$ cat src/rtl/usart_rx.sv
// usart_rx: asynchronous serial receiver. Frame is idle-high, one start bit,
// DATA_BITS data bits LSB first, one stop bit, timed by a clock-count bit timer.
// Optional feature macro: USART_RX_PARITY_EN adds an even-parity bit after the
// data bits and drives PARITY_ERR; when undefined PARITY_ERR is tied to 0.
`timescale 1ns/1ps
module usart_rx #(
  parameter int CLKS_PER_BIT = 8,
  parameter int DATA_BITS    = 8
) (
  input  logic                 CLK,
  input  logic                 RESET,
  input  logic                 RX,
  output logic [DATA_BITS-1:0] DATA_OUT,
  output logic                 DATA_VALID,
  output logic                 FRAME_ERR,
  output logic                 PARITY_ERR,
  output logic                 BUSY
);

  localparam int CNT_W = $clog2(CLKS_PER_BIT);
  localparam int IDX_W = $clog2(DATA_BITS);
  localparam logic [CNT_W-1:0] CNT_MID  = CNT_W'(CLKS_PER_BIT / 2 - 1);
  localparam logic [CNT_W-1:0] CNT_END  = CNT_W'(CLKS_PER_BIT - 1);
  localparam logic [IDX_W-1:0] IDX_LAST = IDX_W'(DATA_BITS - 1);

`ifdef USART_RX_PARITY_EN
  typedef enum logic [2:0] {IDLE, START, DATA, PARITY, STOP, WAIT_HIGH} state_t;
`else
  typedef enum logic [2:0] {IDLE, START, DATA, STOP, WAIT_HIGH} state_t;
`endif

  state_t               state, state_next;
  logic                 sync1, rxs;
  logic [CNT_W-1:0]     bit_cnt;
  logic [IDX_W-1:0]     idx;
  logic [DATA_BITS-1:0] shift;
  logic                 bit_end;

  // Control strobes decoded from the current state.
  logic busy, cnt_clr, sample_data, good_stop, bad_stop;
`ifdef USART_RX_PARITY_EN
  logic sample_par, parity_bit;
`endif

  assign bit_end = (bit_cnt == CNT_END);

  // Two-flop synchronizer on RX; rxs is the only view of the line used below.
  // NOTE: sequential state uses non-blocking assignments so every flop samples pre-edge values.
  always_ff @(posedge CLK) begin
    if (RESET) begin
      sync1 <= 1'b1;
      rxs   <= 1'b1;
    end else begin
      sync1 <= RX;
      rxs   <= sync1;
    end
  end

  // State register.
  always_ff @(posedge CLK) begin
    if (RESET) state <= IDLE;
    else       state <= state_next;
  end

  // Next-state logic.
  // NOTE: default assignment first so no path leaves state_next unassigned (no latch).
  always_comb begin
    state_next = state;
    case (state)
      IDLE:      if (!rxs) state_next = START;
      START:     if (bit_cnt == CNT_MID) state_next = rxs ? IDLE : DATA;
`ifdef USART_RX_PARITY_EN
      DATA:      if (bit_end && idx == IDX_LAST) state_next = PARITY;
      PARITY:    if (bit_end) state_next = STOP;
`else
      DATA:      if (bit_end && idx == IDX_LAST) state_next = STOP;
`endif
      STOP:      if (bit_end) state_next = rxs ? IDLE : WAIT_HIGH;
      WAIT_HIGH: if (rxs) state_next = IDLE;
      default:   state_next = IDLE;
    endcase
  end

  // Output / control decode: BUSY plus the datapath enables for this cycle.
  always_comb begin
    busy        = 1'b1;
    cnt_clr     = 1'b0;
    sample_data = 1'b0;
    good_stop   = 1'b0;
    bad_stop    = 1'b0;
`ifdef USART_RX_PARITY_EN
    sample_par  = 1'b0;
`endif
    case (state)
      IDLE: begin
        busy    = 1'b0;
        cnt_clr = 1'b1;
      end
      START:  cnt_clr = (bit_cnt == CNT_MID);
      DATA: begin
        cnt_clr     = bit_end;
        sample_data = bit_end;
      end
`ifdef USART_RX_PARITY_EN
      PARITY: begin
        cnt_clr    = bit_end;
        sample_par = bit_end;
      end
`endif
      STOP: begin
        cnt_clr   = bit_end;
        good_stop = bit_end && rxs;
        bad_stop  = bit_end && !rxs;
      end
      default: cnt_clr = 1'b1;
    endcase
  end

  // Bit timer, data index and shift register.
  always_ff @(posedge CLK) begin
    if (RESET) begin
      bit_cnt <= '0;
      idx     <= '0;
      shift   <= '0;
    end else begin
      bit_cnt <= cnt_clr ? '0 : bit_cnt + 1'b1;
      if (state != DATA)
        idx <= '0;
      else if (sample_data && idx != IDX_LAST)
        idx <= idx + 1'b1;
      // Right shift: the first data bit on the wire ends up in bit 0.
      if (sample_data)
        shift <= {rxs, shift[DATA_BITS-1:1]};
    end
  end

`ifdef USART_RX_PARITY_EN
  // Captured parity bit, sampled mid-bit like data.
  always_ff @(posedge CLK) begin
    if (RESET)           parity_bit <= 1'b0;
    else if (sample_par) parity_bit <= rxs;
  end
`endif

  // Registered outputs: strobes fire the cycle after the stop-bit sample.
  always_ff @(posedge CLK) begin
    if (RESET) begin
      DATA_OUT   <= '0;
      DATA_VALID <= 1'b0;
      FRAME_ERR  <= 1'b0;
    end else begin
      DATA_VALID <= good_stop;
      FRAME_ERR  <= bad_stop;
      if (good_stop) DATA_OUT <= shift;
    end
  end

`ifdef USART_RX_PARITY_EN
  // Even parity: data bits XOR parity bit must be 0; framing errors suppress it.
  always_ff @(posedge CLK) begin
    if (RESET) PARITY_ERR <= 1'b0;
    else       PARITY_ERR <= good_stop && ((^shift) ^ parity_bit);
  end
`else
  assign PARITY_ERR = 1'b0;
`endif

  assign BUSY = busy;

endmodule

$ cat config.mk
export PLATFORM = sky130hd
export DESIGN_NAME = usart_rx
export DESIGN_NICKNAME = d
export VERILOG_FILES = /design/src/rtl/usart_rx.sv
export SDC_FILE = /design/constraint.sdc
export NUM_CORES = 1
export LEC_CHECK = 0
export ABC_AREA = 1
export BUFFER_PORTS_ARGS = -buffer_cell sky130_fd_sc_hd__buf_2
export CAP_MARGIN = 10
export CORE_ASPECT_RATIO = 1.4
export CORE_UTILIZATION = 52
export DETAILED_ROUTE_END_ITERATION = 8
export PLACE_DENSITY = 0.83
export SETUP_SLACK_MARGIN = 0.1
export SLEW_MARGIN = 20
export SYNTH_ARGS = -nofsm -noshare
export SYNTH_HDL_FRONTEND = slang
export SYNTH_SLANG_ARGS = --single-unit
$ cat constraint.sdc
create_clock -name CLK -period 2 [get_ports CLK]
set_input_delay 0.4 -clock CLK [delete_from_list [all_inputs] [get_ports CLK]]
set_output_delay 0.4 -clock CLK [all_outputs]
set_load 0.02 [all_outputs]
# [Word level (Yosys, flattened, before mapping)]
# Cells that the tools add are included.
[word_totals] ff_bits=29 wordCells=49 output_inout_bits=12
[op_classes] reduce_logical=11 n_bitwise=1 n_mux=12 add_sub_neg=2 eq_ne=14
[ops] operator="3-bit two-way mux" n=6
[ops] operator="3-bit one-hot mux with 5 select lines" n=1
[ops] operator="2-bit inequality test, second input constant" n=5
[ops] operator="3-bit by 2-bit equality test with 1-bit output, second input constant" n=3
[ops] operator="3-bit equality test, second input constant" n=3
[ops] operator="2-bit OR reduction" n=4
[ops] operator="3-bit by 1-bit adder with 3-bit output, second input constant" n=2
[ops] operator="5-bit AND reduction" n=1
[ops] operator="1-bit logical AND" n=4
[ops] operator="3-bit by 1-bit equality test with 1-bit output, second input constant" n=1
[ops] operator="3-bit zero test" n=1
[ops] operator="1-bit two-way mux" n=3
[ops] operator="3-bit by 2-bit inequality test with 1-bit output, second input constant" n=1
[ops] operator="3-bit inequality test, second input constant" n=1
[ops] operator="2-bit two-way mux" n=1
[ops] operator="1-bit one-hot mux with 2 select lines" n=1
[ops] operator="1-bit zero test" n=1
[ops] operator="1-bit inverter" n=1

# [Longest topological paths before layout]
[logic_depth] ltp_word=4 mapped_depth=9 mapped_depth_nobuf=9

# [Least setup slack after synthesis]
# No wires, ideal clock.
[synth_path] path_type="register to register" start="register bit_cnt[0]" end="register state[1]" period_less_slack_ns=1.336 required_time_ns=1.886 arrival_ns=1.222 path_buffers=0 path_slack_ns=0.664 path_stages_with_launch=10 path_cell_list="dfxtp_1 ha_1 ha_1 nand2_1 nand3_1 nand3_2 nor2_4 nand2_2 nand2_2 nor2_2"
[synth_via] elab_chain_cells=4
[synth_rtl] element="start, declared" line_no="34" rtl="logic [CNT_W-1:0] bit_cnt;"
[synth_rtl] element="start signal, assigned" line_no="126" rtl="bit_cnt <= cnt_clr ? '0 : bit_cnt + 1'b1;"
[synth_rtl] element="3-bit equality test" line_no="45" rtl="assign bit_end = (bit_cnt == CNT_END);"
[synth_rtl] element="1-bit logical AND" line_no="76" rtl="DATA: if (bit_end && idx == IDX_LAST) state_next = STOP;"
[synth_rtl] element="2-bit inequality test (no line)"
[synth_rtl] element="5-bit AND reduction (no line) (*)"
[synth_rtl] element="end signal, assigned" line_no="62" rtl="else state <= state_next;"
[synth_rtl] element="end, declared" line_no="32" rtl="state_t state, state_next;"
# Every way passes the cells marked *; elsewhere a longest branch is shown, timed or not.
# A chain may end at the register's enable or synchronous reset.

# [Worst setup path in the final report]
[layout_path] start="register state[0]" end="output port BUSY"
[layout_via] elab_chain_cells=2
[layout_rtl] element="3-bit zero test" line_no="94" rtl="case (state)"
[layout_rtl] element="1-bit two-way mux" line_no="94"
[layout_rtl] element="end, declared" line_no="17" rtl="output logic BUSY"
# Every way passes these cells.

==> out/results.txt <==
After global routing the overflow that remains totals 0. The global-route wire length before repair was 3.80 mm. Fraction of the mapped netlist area in adder cells: 0.0606.

Counting tap cells, the placed design contains a total of 185 instances. The total global-route track usage is 0.205. Power spread over the standard cell area amounts to 946 nW/um^2. The fraction of power spent switching nets works out to 0.345. By area, the combinational part of the netlist is dominated by simple AND/OR/NAND/NOR gates. The signed area change from the synthesized netlist to the final layout came out at 10.4%. For the static leakage, the log shows 0.634 nW. The tools report the clock network fraction of design power as 0.259. The internal power of the cells totals 0.848 mW. Total of max-cap violations: 0. The simple-gate share of the synthesized area came out at 0.307. The worst hold path begins at RX.

The tools report the CTS buffer count as 5. The class of the tightest hold or removal check is input pin to flip-flop. In this run the cell area of the synthesized design comes to 1240 um^2. After the first detailed-routing iteration, the DRC count stood at 26.

Synthesis handed over a netlist of 153 instances. The number of max-slew violations in the final report is 0, and the die boundary height is 59.8 um. For the clock latency at the later pin of the worst-skew pair, the log shows 0.33 ns.

The pin count of the biggest net entering global routing was 21; the area fraction in compound gates after synthesis was 0.0990. The placer congestion estimate came out at 0.941. The clock arrives with 0.0112 ns of skew. The detailed-placement wirelength estimate was 1.71 mm; the ratio of cells with drive above 1 in the final layout was 0.234. Timing would allow up to 634 MHz.

The die is 43.3 um wide. The starting density of the core is 0.563, and the time the worst path needs with I/O delays and setup is 1.58 ns. Of all nets on the critical path, the largest fanout is 5. Setup repair after global routing left no endpoint under its margin. For the number of endpoints with negative hold slack in the final report, the log shows 0. The multiplexer share of the synthesized area was 0.

For this design, the CTS-stage hold fixing added 0 buffers. Counting the fill cells in the layout gives 197. Setup total negative slack on the finished layout was measured at 0 ns. The flip-flop and latch count after synthesis came out at 29.

The power share of the sequential group is 0.498, and the remaining antenna violation count is 0. The average cell area after synthesis was 8.10 um^2; the endpoint arrival time on the critical path was 1.18 ns. OpenSTA, run right after detailed placement, puts the worst setup slack at 0.508 ns. After synthesis, the cell types taking the most area are sky130_fd_sc_hd__dfxtp_1 47%, sky130_fd_sc_hd__nor2_1 13%, sky130_fd_sc_hd__o21ai_0 7.7%. Grouping stages by cell kind, the critical path spends the most delay in flip-flops. The initial antenna violation count is 0, and the via total after detailed routing is 1004. For this design, the slowest cell found on the critical path is sky130_fd_sc_hd__dfxtp_1. Dividing the detail-routed wire length by the instance count gives 11.8 um. The repair_antennas step left the layout with diodes totalling 0. The number of top-level design ports is 15, and the ratio of final minimum period to clock period is 0.789.

Yosys printed 0 warnings. Summed over all instances, the cell type with the most area after synthesis is sky130_fd_sc_hd__dfxtp_1. The category of the most critical setup path was flip-flop to output port. The tools report the source of the worst register-to-register timing path as idx[0]. Most instantiated flip-flop cell in the synthesis netlist: sky130_fd_sc_hd__dfxtp_1. The maximum level of the CTS H-tree was 2. The number of synthesized flops with an enable pin works out to 0. The number of global-route vias before repair was 924. In this run the clock root is driven by a sky130_fd_sc_hd__clkbuf_4. Clock sink count: 29. In this run the core area contains 20 standard-cell rows.

Leaving out fill and tap cells, the most frequent cell in the layout is sky130_fd_sc_hd__nor2_1. In the layout the commonest cells are 43 x sky130_fd_sc_hd__nor2_1, 29 x sky130_fd_sc_hd__dfxtp_1, 19 x sky130_fd_sc_hd__o21ai_0. The maximum root-to-sink buffer count is 2.

In this run the post-CTS setup repair buffer count came out at 0. The logs give 0 for the count of endpoints failing setup in the final report and 2200 um^2 for the core area. The fraction of registers with async set or reset after synthesis is 0. Counting distinct cell types in the post-synthesis netlist gives 25. The worst setup path is captured at an output port.

Before antenna repair, the detailed router went through 4 iterations. The routed wire length was 2.29 mm; the worst setup margin was 0.423 ns. Walking the worst path, the cells encountered are nor2_1 > nand2_1 > buf_2. The run finished with clean final reports. The clock input transition at the sequential cells of the worst setup and hold paths was 0.09 ns; the peak supply drop was 0.000711 V. The required time of the critical path was 1.60 ns; the count of buffer and inverter cells on the critical path was 1. Startpoint of the worst setup timing path: state[0].

The net load switching power came out at 0.446 mW. For the part of the Yosys area used for sequential elements, the log shows 0.469. The share of the synthesized area in the top cell type was 0.469; the actual slew at the worst max-slew pin was 0.501 ns. The number of nets handed over by synthesis was 162. The run gives 0.244 as the power share of the combinational group. In the routed layout, each cell is associated on average with a via count of 5.20. The tools report the number of gates resized after CTS as 0. The layout net count was 179; the die outline area was 2580 um^2. The xor and xnor area share after synthesis came out at 0. TritonCTS built the clock tree.

The tools report the relative max-transition margin as 0.666. The worst setup path is launched from a flip-flop. After the flow finishes, the layout carries non-filler instances totaling 193. After detailed routing, the number of remaining DRC violations is 0.

In this design, the stage delay of the slowest critical-path cell is 0.39 ns. The total of buffers placed on input and output ports was 13.
-- through the flow --
stage	hold WS, ns	total power [mW]	instance area, um^2	utilization
3_5_place_dp	0.412	0.971	1320	0.598
5_1_grt	0.223	1.37	1370	0.621
3_3_place_gp	0.397	0.942	1320	0.598
2_1_floorplan	0.389	0.904	1240	-
4_1_cts	0.231	1.31	1370	0.621
6_report	0.238	1.29	1370	0.621
-- worst paths after layout --
check | to | slack (ns) | cells after the start
max | BUSY | 0.42 | 3
min | sync1 | 0.24 | 2
max reg2reg | state[1] | 0.47 | 9
min reg2reg | bit_cnt[0] | 0.43 | 1
-- routing by layer --
| metal | share of wire | vias up | GRT usage |
|---|---|---|---|
| li1 | - | 516 | - |
| met1 | 0.40 | 461 | 0.189 |
| met2 | 0.53 | 20 | 0.375 |
| met3 | 0.041 | 7 | 0.0816 |
| met4 | 0.024 | 0 | 0.117 |
| met5 | 0 | - | 0 |
-- kinds of logic (layout without fill, tap and decap cells) --
logic type / Yosys count / count (layout)
flops: 29 / 29
fa+ha+maj: 6 / 6
other cells: 1 / 1
compound gates: 24 / 24
simple gates: 75 / 75
buf+inv: 18 / 36
-- Yosys cell counts (2+ instances only) --
library cell and count:
sky130_fd_sc_hd__o21ai_0 19, sky130_fd_sc_hd__nand3_2 2, sky130_fd_sc_hd__inv_2 3, sky130_fd_sc_hd__dfxtp_1 29, sky130_fd_sc_hd__nand2_4 2, sky130_fd_sc_hd__nand3_1 3, sky130_fd_sc_hd__or2_2 2, sky130_fd_sc_hd__nand2_1 10
sky130_fd_sc_hd__nor2_1 43, sky130_fd_sc_hd__nand2_2 4, sky130_fd_sc_hd__inv_1 11, sky130_fd_sc_hd__ha_1 6, sky130_fd_sc_hd__a21oi_1 3, sky130_fd_sc_hd__nor2_4 4, sky130_fd_sc_hd__nand4_1 2
-- final cells by class --
| cell class | count | area, um^2 | share of cell area |
|---|---|---|---|
| clock buffers | 6 | 41.3 | 0.0302 |
| clock inverters | 2 | 10.0 | 0.00732 |
| inverters | 15 | 61.3 | 0.0448 |
| multi-input cells | 106 | 582 | 0.425 |
| flip-flops and latches | 29 | 581 | 0.425 |
| well taps | 22 | 27.5 | 0.0201 |
| repair buffers | 13 | 65.1 | 0.0476 |
-- worst reg2reg max path, cell delays in order (launching register included) --
cell,delay (ns)
sky130_fd_sc_hd__dfxtp_1,0.40
sky130_fd_sc_hd__ha_1,0.17
sky130_fd_sc_hd__ha_1,0.22
sky130_fd_sc_hd__nand2_1,0.08
sky130_fd_sc_hd__nand3_1,0.14
sky130_fd_sc_hd__nand3_2,0.12
sky130_fd_sc_hd__nor2_4,0.14
sky130_fd_sc_hd__nand2_2,0.06
sky130_fd_sc_hd__nand2_2,0.06
sky130_fd_sc_hd__nor2_2,0.03
-- power groups by stage --
stage	clock network [mW]	registers (mW)	logic, mW
after detailed placement	0	0.657	0.314
after floorplan	0	0.648	0.256
final	0.335	0.644	0.315
after global placement	0	0.653	0.289
after global routing	0.372	0.648	0.348
after CTS	0.349	0.643	0.316
-- flip-flops by register name, indices dropped and copies added, names as in the netlist --
| signal | count |
|---|---|
| DATA_OUT | 8 |
| DATA_VALID | 1 |
| FRAME_ERR | 1 |
| bit_cnt | 3 |
| idx | 3 |
| rxs | 1 |
| shift | 8 |
| state | 3 |
| sync1 | 1 |
Power figures use the tool's default switching activity.
